### src/rtl/lcd_text_formatter.sv
// ----------------------------------------------------------------------------
// lcd_text_formatter
//
// Purpose:
//   Upstream feeder of the character-LCD driver. It turns the watch's binary
//   hour/min/sec fields and the UI mode into two 16-character ASCII lines.
//   Each field is converted to two decimal digits by repeated subtraction of
//   10, one step per clock. In the set modes, the field being edited blinks.
//
// Optional feature (compile-time macro LCD_FMT_12H_EN):
//   When defined, valid hours are shown in 12-hour form and AM/PM is placed
//   in line1 chars 14-15. When undefined, a 24-hour display is used and
//   chars 14-15 are always spaces.
//
// Parameters:
//   BLINK_DIV   clk cycles per blink half-period (2..65535)
//
// Ports:
//   clk         system clock
//   rst         asynchronous, active-low reset
//   upd         one-cycle request to capture inputs and reformat
//   hour        hours, binary (valid 0..23)
//   min         minutes, binary (valid 0..59)
//   sec         seconds, binary (valid 0..59)
//   mode        00 run, 01 set hour, 10 set min, 11 set sec
//   busy        high while a conversion is in progress
//   done        one-cycle pulse when new line data becomes visible
//   line1_data  ASCII, char i (0 = leftmost) in bits [8i+7:8i]
//   line2_data  ASCII, same packing
// ----------------------------------------------------------------------------
module lcd_text_formatter #(
   parameter int unsigned BLINK_DIV = 50
) (
   input  logic         clk,
   input  logic         rst,
   input  logic         upd,
   input  logic [4:0]   hour,
   input  logic [5:0]   min,
   input  logic [5:0]   sec,
   input  logic [1:0]   mode,
   output logic         busy,
   output logic         done,
   output logic [127:0] line1_data,
   output logic [127:0] line2_data
);

   typedef enum logic [2:0] {IDLE, CONV_H, CONV_M, CONV_S, WRITE} state_t;

   // String literals are packed with the first character in the MSBs; the
   // line buffers want char 0 in the LSBs, so reverse the byte order.
   function automatic logic [127:0] rev16(input logic [127:0] s);
      logic [127:0] r;
      r = '0;
      for (int i = 0; i < 16; i++) r[8*i +: 8] = s[8*(15-i) +: 8];
      return r;
   endfunction

   function automatic logic [7:0] dig(input logic [3:0] d);
      return 8'h30 + {4'h0, d};
   endfunction

   localparam logic [15:0]  BLINK_LAST = 16'(BLINK_DIV - 1);
   localparam logic [127:0] LINE1_RST  = rev16("TIME  --:--:--  ");
   localparam logic [127:0] LINE2_RUN  = rev16("MODE: RUN       ");
   localparam logic [127:0] LINE2_HOUR = rev16("MODE: SET HOUR  ");
   localparam logic [127:0] LINE2_MIN  = rev16("MODE: SET MIN   ");
   localparam logic [127:0] LINE2_SEC  = rev16("MODE: SET SEC   ");

   state_t       state, state_next;
   logic         advance;
   logic [5:0]   rem;
   logic [3:0]   tens;
   logic [5:0]   min_cap, sec_cap;
   logic         h_ok, m_ok, s_ok;
   logic [1:0]   mode_cap;
   logic [3:0]   h_t, h_o, m_t, m_o, s_t, s_o;
   logic [15:0]  blink_cnt;
   logic         hidden;
   logic [5:0]   hour_disp;
   logic [127:0] line1_comp, line2_comp;

`ifdef LCD_FMT_12H_EN
   logic pm;

   // The displayed (12-hour) value is what gets converted, so conversion
   // time follows the displayed hour.
   always_comb begin
      hour_disp = {1'b0, hour};
      if (hour == 5'd0)
         hour_disp = 6'd12;
      else if (hour > 5'd12)
         hour_disp = {1'b0, hour} - 6'd12;
   end

   always_ff @(posedge clk or negedge rst) begin
      if (!rst)
         pm <= 1'b0;
      else if (state == IDLE && upd)
         pm <= (hour >= 5'd12);
   end
`else
   assign hour_disp = {1'b0, hour};
`endif

   // ---------------- FSM ----------------
   always_ff @(posedge clk or negedge rst) begin
      if (!rst)
         state <= IDLE;
      else
         state <= state_next;
   end

   always_comb begin
      state_next = state;
      advance    = 1'b0;
      case (state)
         IDLE:   if (upd) state_next = CONV_H;
         CONV_H: begin
            advance = !h_ok || (rem < 6'd10);
            if (advance) state_next = CONV_M;
         end
         CONV_M: begin
            advance = !m_ok || (rem < 6'd10);
            if (advance) state_next = CONV_S;
         end
         CONV_S: begin
            advance = !s_ok || (rem < 6'd10);
            if (advance) state_next = WRITE;
         end
         WRITE:   state_next = IDLE;
         default: state_next = IDLE;
      endcase
   end

   // ---------------- Blink timebase ----------------
   always_ff @(posedge clk or negedge rst) begin
      if (!rst) begin
         blink_cnt <= '0;
         hidden    <= 1'b0;
      end else if (blink_cnt == BLINK_LAST) begin
         blink_cnt <= '0;
         hidden    <= ~hidden;
      end else begin
         blink_cnt <= blink_cnt + 16'd1;
      end
   end

   // ---------------- Line composition ----------------
   always_comb begin
      line1_comp = LINE1_RST;
      if (h_ok) begin
         line1_comp[8*6 +: 8] = dig(h_t);
         line1_comp[8*7 +: 8] = dig(h_o);
      end
      if (m_ok) begin
         line1_comp[8*9  +: 8] = dig(m_t);
         line1_comp[8*10 +: 8] = dig(m_o);
      end
      if (s_ok) begin
         line1_comp[8*12 +: 8] = dig(s_t);
         line1_comp[8*13 +: 8] = dig(s_o);
      end
`ifdef LCD_FMT_12H_EN
      if (h_ok) begin
         line1_comp[8*14 +: 8] = pm ? 8'h50 : 8'h41;
         line1_comp[8*15 +: 8] = 8'h4D;
      end
`endif
      // Run mode (00) never blanks anything.
      if (hidden) begin
         case (mode_cap)
            2'b01: begin
               line1_comp[8*6 +: 8] = 8'h20;
               line1_comp[8*7 +: 8] = 8'h20;
            end
            2'b10: begin
               line1_comp[8*9  +: 8] = 8'h20;
               line1_comp[8*10 +: 8] = 8'h20;
            end
            2'b11: begin
               line1_comp[8*12 +: 8] = 8'h20;
               line1_comp[8*13 +: 8] = 8'h20;
            end
            default: ;
         endcase
      end
   end

   always_comb begin
      case (mode_cap)
         2'b01:   line2_comp = LINE2_HOUR;
         2'b10:   line2_comp = LINE2_MIN;
         2'b11:   line2_comp = LINE2_SEC;
         default: line2_comp = LINE2_RUN;
      endcase
   end

   // ---------------- Datapath ----------------
   always_ff @(posedge clk or negedge rst) begin
      if (!rst) begin
         busy       <= 1'b0;
         done       <= 1'b0;
         line1_data <= LINE1_RST;
         line2_data <= LINE2_RUN;
         rem        <= '0;
         tens       <= '0;
         min_cap    <= '0;
         sec_cap    <= '0;
         h_ok       <= 1'b0;
         m_ok       <= 1'b0;
         s_ok       <= 1'b0;
         mode_cap   <= 2'b00;
         h_t        <= '0;
         h_o        <= '0;
         m_t        <= '0;
         m_o        <= '0;
         s_t        <= '0;
         s_o        <= '0;
      end else begin
         done <= 1'b0;
         case (state)
            IDLE: begin
               // Refreshing every idle cycle picks up a blink toggle one
               // edge after it happens; otherwise the value is unchanged.
               line1_data <= line1_comp;
               if (upd) begin
                  busy     <= 1'b1;
                  mode_cap <= mode;
                  min_cap  <= min;
                  sec_cap  <= sec;
                  h_ok     <= (hour <= 5'd23);
                  m_ok     <= (min <= 6'd59);
                  s_ok     <= (sec <= 6'd59);
                  rem      <= hour_disp;
                  tens     <= '0;
               end
            end
            CONV_H, CONV_M, CONV_S: begin
               if (advance) begin
                  tens <= '0;
                  case (state)
                     CONV_H: begin
                        h_t <= tens;
                        h_o <= rem[3:0];
                        rem <= min_cap;
                     end
                     CONV_M: begin
                        m_t <= tens;
                        m_o <= rem[3:0];
                        rem <= sec_cap;
                     end
                     default: begin
                        s_t <= tens;
                        s_o <= rem[3:0];
                     end
                  endcase
               end else begin
                  rem  <= rem - 6'd10;
                  tens <= tens + 4'd1;
               end
            end
            WRITE: begin
               line1_data <= line1_comp;
               line2_data <= line2_comp;
               done       <= 1'b1;
               busy       <= 1'b0;
            end
            default: ;
         endcase
      end
   end

endmodule

### config.mk
export PLATFORM = sky130hd
export DESIGN_NAME = lcd_text_formatter
export DESIGN_NICKNAME = d
export VERILOG_FILES = /design/src/rtl/lcd_text_formatter.sv
export SDC_FILE = /design/constraint.sdc
export NUM_CORES = 1
export LEC_CHECK = 0
export CORE_MARGIN = 4
export CORE_UTILIZATION = 43
export CTS_BUF_LIST = sky130_fd_sc_hd__clkbuf_8 sky130_fd_sc_hd__clkbuf_16
export DETAILED_ROUTE_END_ITERATION = 8
export GPL_ROUTABILITY_DRIVEN = 1
export PLACE_DENSITY_LB_ADDON = 0.3
export SYNTH_ARGS = -nofsm -noshare
export SYNTH_HDL_FRONTEND = slang
export SYNTH_SLANG_ARGS = --single-unit
### constraint.sdc
create_clock -name clk -period 2.58 [get_ports clk]
set_input_delay 0.645 -clock clk [delete_from_list [all_inputs] [get_ports clk]]
set_output_delay 0.645 -clock clk [all_outputs]
set_load 0.1 [all_outputs]
After elaboration in Yosys (flattened, before gate mapping):

Cells that the tools add are included.

* add/sub/neg operators: 9
* multipliers: 0
* div/mod/pow operators: 0
* order comparisons: 4
* equality and inequality tests: 13
* shift-type cells: 0
* muxes and demuxes: 27
* bitwise logic cells: 2
* reduce and logical (&&, ||, !) cells: 20

Operator list (count)
* 111-bit one-hot mux with 3 select lines: 1
* 16-bit 2-to-1 mux: 7
* 15-bit 2-to-1 mux: 3
* 6-bit by 4-bit adder with 7-bit output, first input constant: 6
* 6-bit one-hot mux with 2 select lines: 2
* 16-bit by 1-bit adder with 16-bit output, second input constant: 1
* 16-bit by 6-bit == test with 1-bit output, second input constant: 1
* 6-bit less-or-equal comparator, second input constant: 2
* 3-bit 2-to-1 mux: 4
* 6-bit 2-to-1 mux: 2
* 3-bit one-hot mux with 4 select lines: 1
* 3-bit AND reduction: 4
* 4-bit 2-to-1 mux: 2
* 2-bit != test, second input constant: 4
* 4-bit one-hot mux with 2 select lines: 1
* 3-bit by 2-bit == test with 1-bit output, second input constant: 2
* 6-bit by 4-bit < comparator with 1-bit output, second input constant: 1
* 2-bit AND reduction: 3
* 6-bit by 4-bit subtractor with 6-bit output, second input constant: 1
* 5-bit less-or-equal comparator, second input constant: 1
* 4-bit by 1-bit adder with 4-bit output, second input constant: 1
* 2-bit == test, second input constant: 2
* 4-bit != test, second input constant: 1
* 4-bit AND reduction: 1
* 13 further kinds: 21

* register bits: 249
* latch bits: 0
* RAM bits: 0
* bits in read-only memories: 0
* input bits: 22
* word-level logic and storage cells: 96
* memories: 0

Logic depth before layout (Yosys ltp):

* word-level depth: 5
* depth in mapped cells: 8

Worst setup path before layout:

Ideal clock, no wire load.

* path type: reg-to-output
* start point: reg line2_data[102]
* end point: out line2_data[102]
* data arrival time: 1406 ps
* required time: 1935 ps
* slack: 529 ps
* stages on the path, launching flop included: 2
* buffers on the path: 1
* cell sequence: dfrtp_1 buf_4

RTL lines
* start: declaration: RTL line 44 `output logic [127:0] line2_data`
* start signal: assignment: RTL line 264 `line2_data <= line2_comp;`

No word-level cell between the ends.

Worst setup path in the final report:

* start point: reg rem[4]
* end point: reg s_t[0]

* cells in the longest elaborated chain, start to end: 4

Ends and longest elaborated chain
* start: declaration: RTL line 71 `logic [5:0] rem;`
* start signal: assignment: RTL line 234 `rem <= hour_disp;`
* start signal: assignment: RTL line 245 `rem <= min_cap;`
* start signal: assignment: RTL line 250 `rem <= sec_cap;`
* 6-bit by 4-bit < comparator with 1-bit output (*): RTL line 119, 123, 127
* 1-bit logical OR (on tied branches): RTL line 127, 119, 123
* 1-bit one-hot mux with 3 select lines (*): RTL line 116 `case (state)`
* 3-bit AND reduction (no line) (*)
* end signal: assignment: RTL line 253 `s_t <= tens;`
* end: declaration: RTL line 76 `logic [3:0] h_t, h_o, m_t, m_o, s_t, s_o;`

Mark *: on every way between the ends. The rest lies on a longest branch, timed or not.
A chain may end at the register's enable or synchronous reset.

==> run summary <==
Grt ovf = 0
Endpoints failing setup = 0
Synth Instances = 658
Post-CTS setup buffer count = 0
Num ports = 280
Prevailing post-synth register cell = dfrtp_1
Via-to-Cell Ratio = 4.421
DRC = 0
Total CTS buffers = 9
CP Data Arrival Time = 2.31 ns
Final wirelength = 12810 um
GRT Resource Usage Total = 0.1441
Routed len/inst = 14.20 um
Min Tclk post-route = 2.068 ns
Final hold violations = 0
Slowest stage delay, CP = 0.52 ns
Fin. max-slew vios = 0
Post-synth EDFFs = 0
Slew margin rel. = 0.6394
Initial Utilization = 0.4436
Setup CP Type = register to register
# hold bufs at CTS = 0
RePlAce Congestion = 0.9030
Syn-to-layout area delta = 3.339%
CP startpoint kind = register
Wire length of the first global-routing pass = 20420 um
Slowest CP cell = and3_1
ANT nets after route = 0
Core Box Area = 0.01470 mm2
Post-synth ARST share = 1.000
Final period util = 0.8016
H-tree depth = 3
Commonest non-fill, non-tap cell in the layout = conb_1
Register-to-register path setup slack = 0.51 ns
CTS sink count = 109
Root Buffer = clkbuf_16
Crit-path max FO = 11
Ant. Diodes = 0
Clk buf depth = 2
Flops & latches, synth = 109
Worst Max-Slew Pin Slew = 0.5395 ns
RSZ-0062 raised after global routing = no
Crit. End Element = register
Pre-antenna DRT Iters = 4
Mean Syn Cell Area = 9.909 um2
Via count = 3988
Fmax = 0.4835 GHz
Post-DP HPWL = 9889 um
Clock Latency Late Sink = 0.36 ns
Post-synthesis instance area = 0.006520 mm2
Max-cap violations = 0
Rows = 44
DP Area = 0.006455 mm2
Die W = 131.1 um
Vias in the first global route = 3853
Largest net degree at the start of global routing = 78
Final instance area = 0.006738 mm2
CP delay by family, top = simple AND/OR/NAND/NOR gates
Synth unique cells = 56
Die height = 131.1 um
Fin nets = 744
Commonest cells after routing, fill and taps aside = conb_1, dfrtp_1, buf_4
Buf+Inv Stages, Crit Path = 0
Total negative slack = 0 ns
Seq/Total Area, Yosys = 0.4222
Warnings from Yosys = 0
Iteration-0 DRC Markers = 179
Die footprint = 0.01720 mm2
CTS clk-pin slew, worst paths = 0.07 ns
Cells along the critical path = or2_2, o21ai_1, and3_1, mux2_2
Buffers on Ports = 82
Req. time, crit path = 2.82 ns
Post-CTS sizing = 0
Initial antenna violation count = 0
Share of post-route cells with drive strength above 1 = 0.1978
Worst Hold Class = input port to async pin
CTS tree = yes
Skew final = 0.009336 ns
Outcome = completed
[registers in the layout, indices dropped and copies added, names as in the netlist, 6 cells and up]
signal      flops
line1_data     27
blink_cnt      16
line2_data      9
min_cap         6
rem             6
sec_cap         6
[worst paths after layout]
| check | cells after the start | start | end |
|---|---|---|---|
| max reg2reg | 4 | rem[4]$_DFFE_PN0P_ | s_t[0]$_DFFE_PN0P_ |
| min in group clk | 1 | blink_cnt[15]$_DFF_PN0_ | blink_cnt[15]$_DFF_PN0_ |
| min reg2reg | 1 | blink_cnt[15]$_DFF_PN0_ | blink_cnt[15]$_DFF_PN0_ |
| min | 1 | rst | rem[4]$_DFFE_PN0P_ |
| max in group asynchronous | 2 | rst | line1_data[83]$_DFFE_PN1P_ |
| max | 4 | rem[4]$_DFFE_PN0P_ | s_t[0]$_DFFE_PN0P_ |
[Yosys cell counts, types with 3 or more instances]
| cell type | n | share of area |
|---|---|---|
| nor2_1 | 21 | 0.012 |
| o211ai_1 | 5 | 0.0058 |
| a2bb2oi_1 | 6 | 0.0081 |
| and3_1 | 3 | 0.0029 |
| nand3_1 | 5 | 0.0038 |
| xnor2_1 | 10 | 0.013 |
| xor2_1 | 7 | 0.0094 |
| dfstp_2 | 20 | 0.081 |
| clkbuf_1 | 5 | 0.0029 |
| inv_1 | 9 | 0.0052 |
| dfrtp_1 | 89 | 0.34 |
| mux2_2 | 29 | 0.050 |
| nand3b_1 | 3 | 0.0035 |
| ha_1 | 9 | 0.017 |
| buf_2 | 10 | 0.0077 |
| mux2i_1 | 4 | 0.0061 |
| nand2_1 | 67 | 0.039 |
| buf_4 | 226 | 0.26 |
| nand4_1 | 6 | 0.0058 |
| and4_1 | 3 | 0.0040 |
| a21oi_1 | 4 | 0.0031 |
| o21ai_0 | 61 | 0.047 |
| o21ai_1 | 4 | 0.0031 |
| mux2_1 | 10 | 0.017 |
[layout make-up]
cell class                 instances  area [um2]
clock inverter                     7       57.56
timing repair buffer              90       738.2
inverter                          10       37.54
fill                            1395        7961
sequential                       109        2753
multi-input combinational        493        2696
tap                              184       230.2
clock buffer                       9       225.2
[metal layers]
metal,track usage,part of all wire,routed length [um]
met5,0,0,0
met4,0.03559,0.015,189
met1,0.1787,0.42,5400
met3,0.04014,0.060,765
met2,0.2503,0.50,6457
[cells by family (layout without fill, tap and decap cells)]
family / count (synthesis) / after routing / share of synthesized area
buffers and inverters: 251 / 116 / 0.2765
and+or+nand+nor: 128 / 128 / 0.09327
DFF: 109 / 109 / 0.4222
AOI/OAI and AO/OA: 99 / 99 / 0.09327
muxes: 43 / 43 / 0.07350
xor gates and xnor gates: 17 / 17 / 0.02284
adders and majority gates: 9 / 9 / 0.01727
other: 2 / 197 / 0.001152
[metrics by stage]
stage               std cells  utilization  setup WS [ns]  hold slack (ns)
detailed placement        886       0.4391         0.3841           0.4611
global route              902       0.4584         0.4538           0.2594
finish                    902       0.4584         0.5118           0.2311
floorplan                 853            -         0.5290           0.3494
CTS                       902       0.4584         0.5266           0.2398
global placement          886       0.4391         0.4071           0.4633
Power is not shown: default switching activity piles up to over one toggle a cycle in this logic, so the estimate is an artifact.
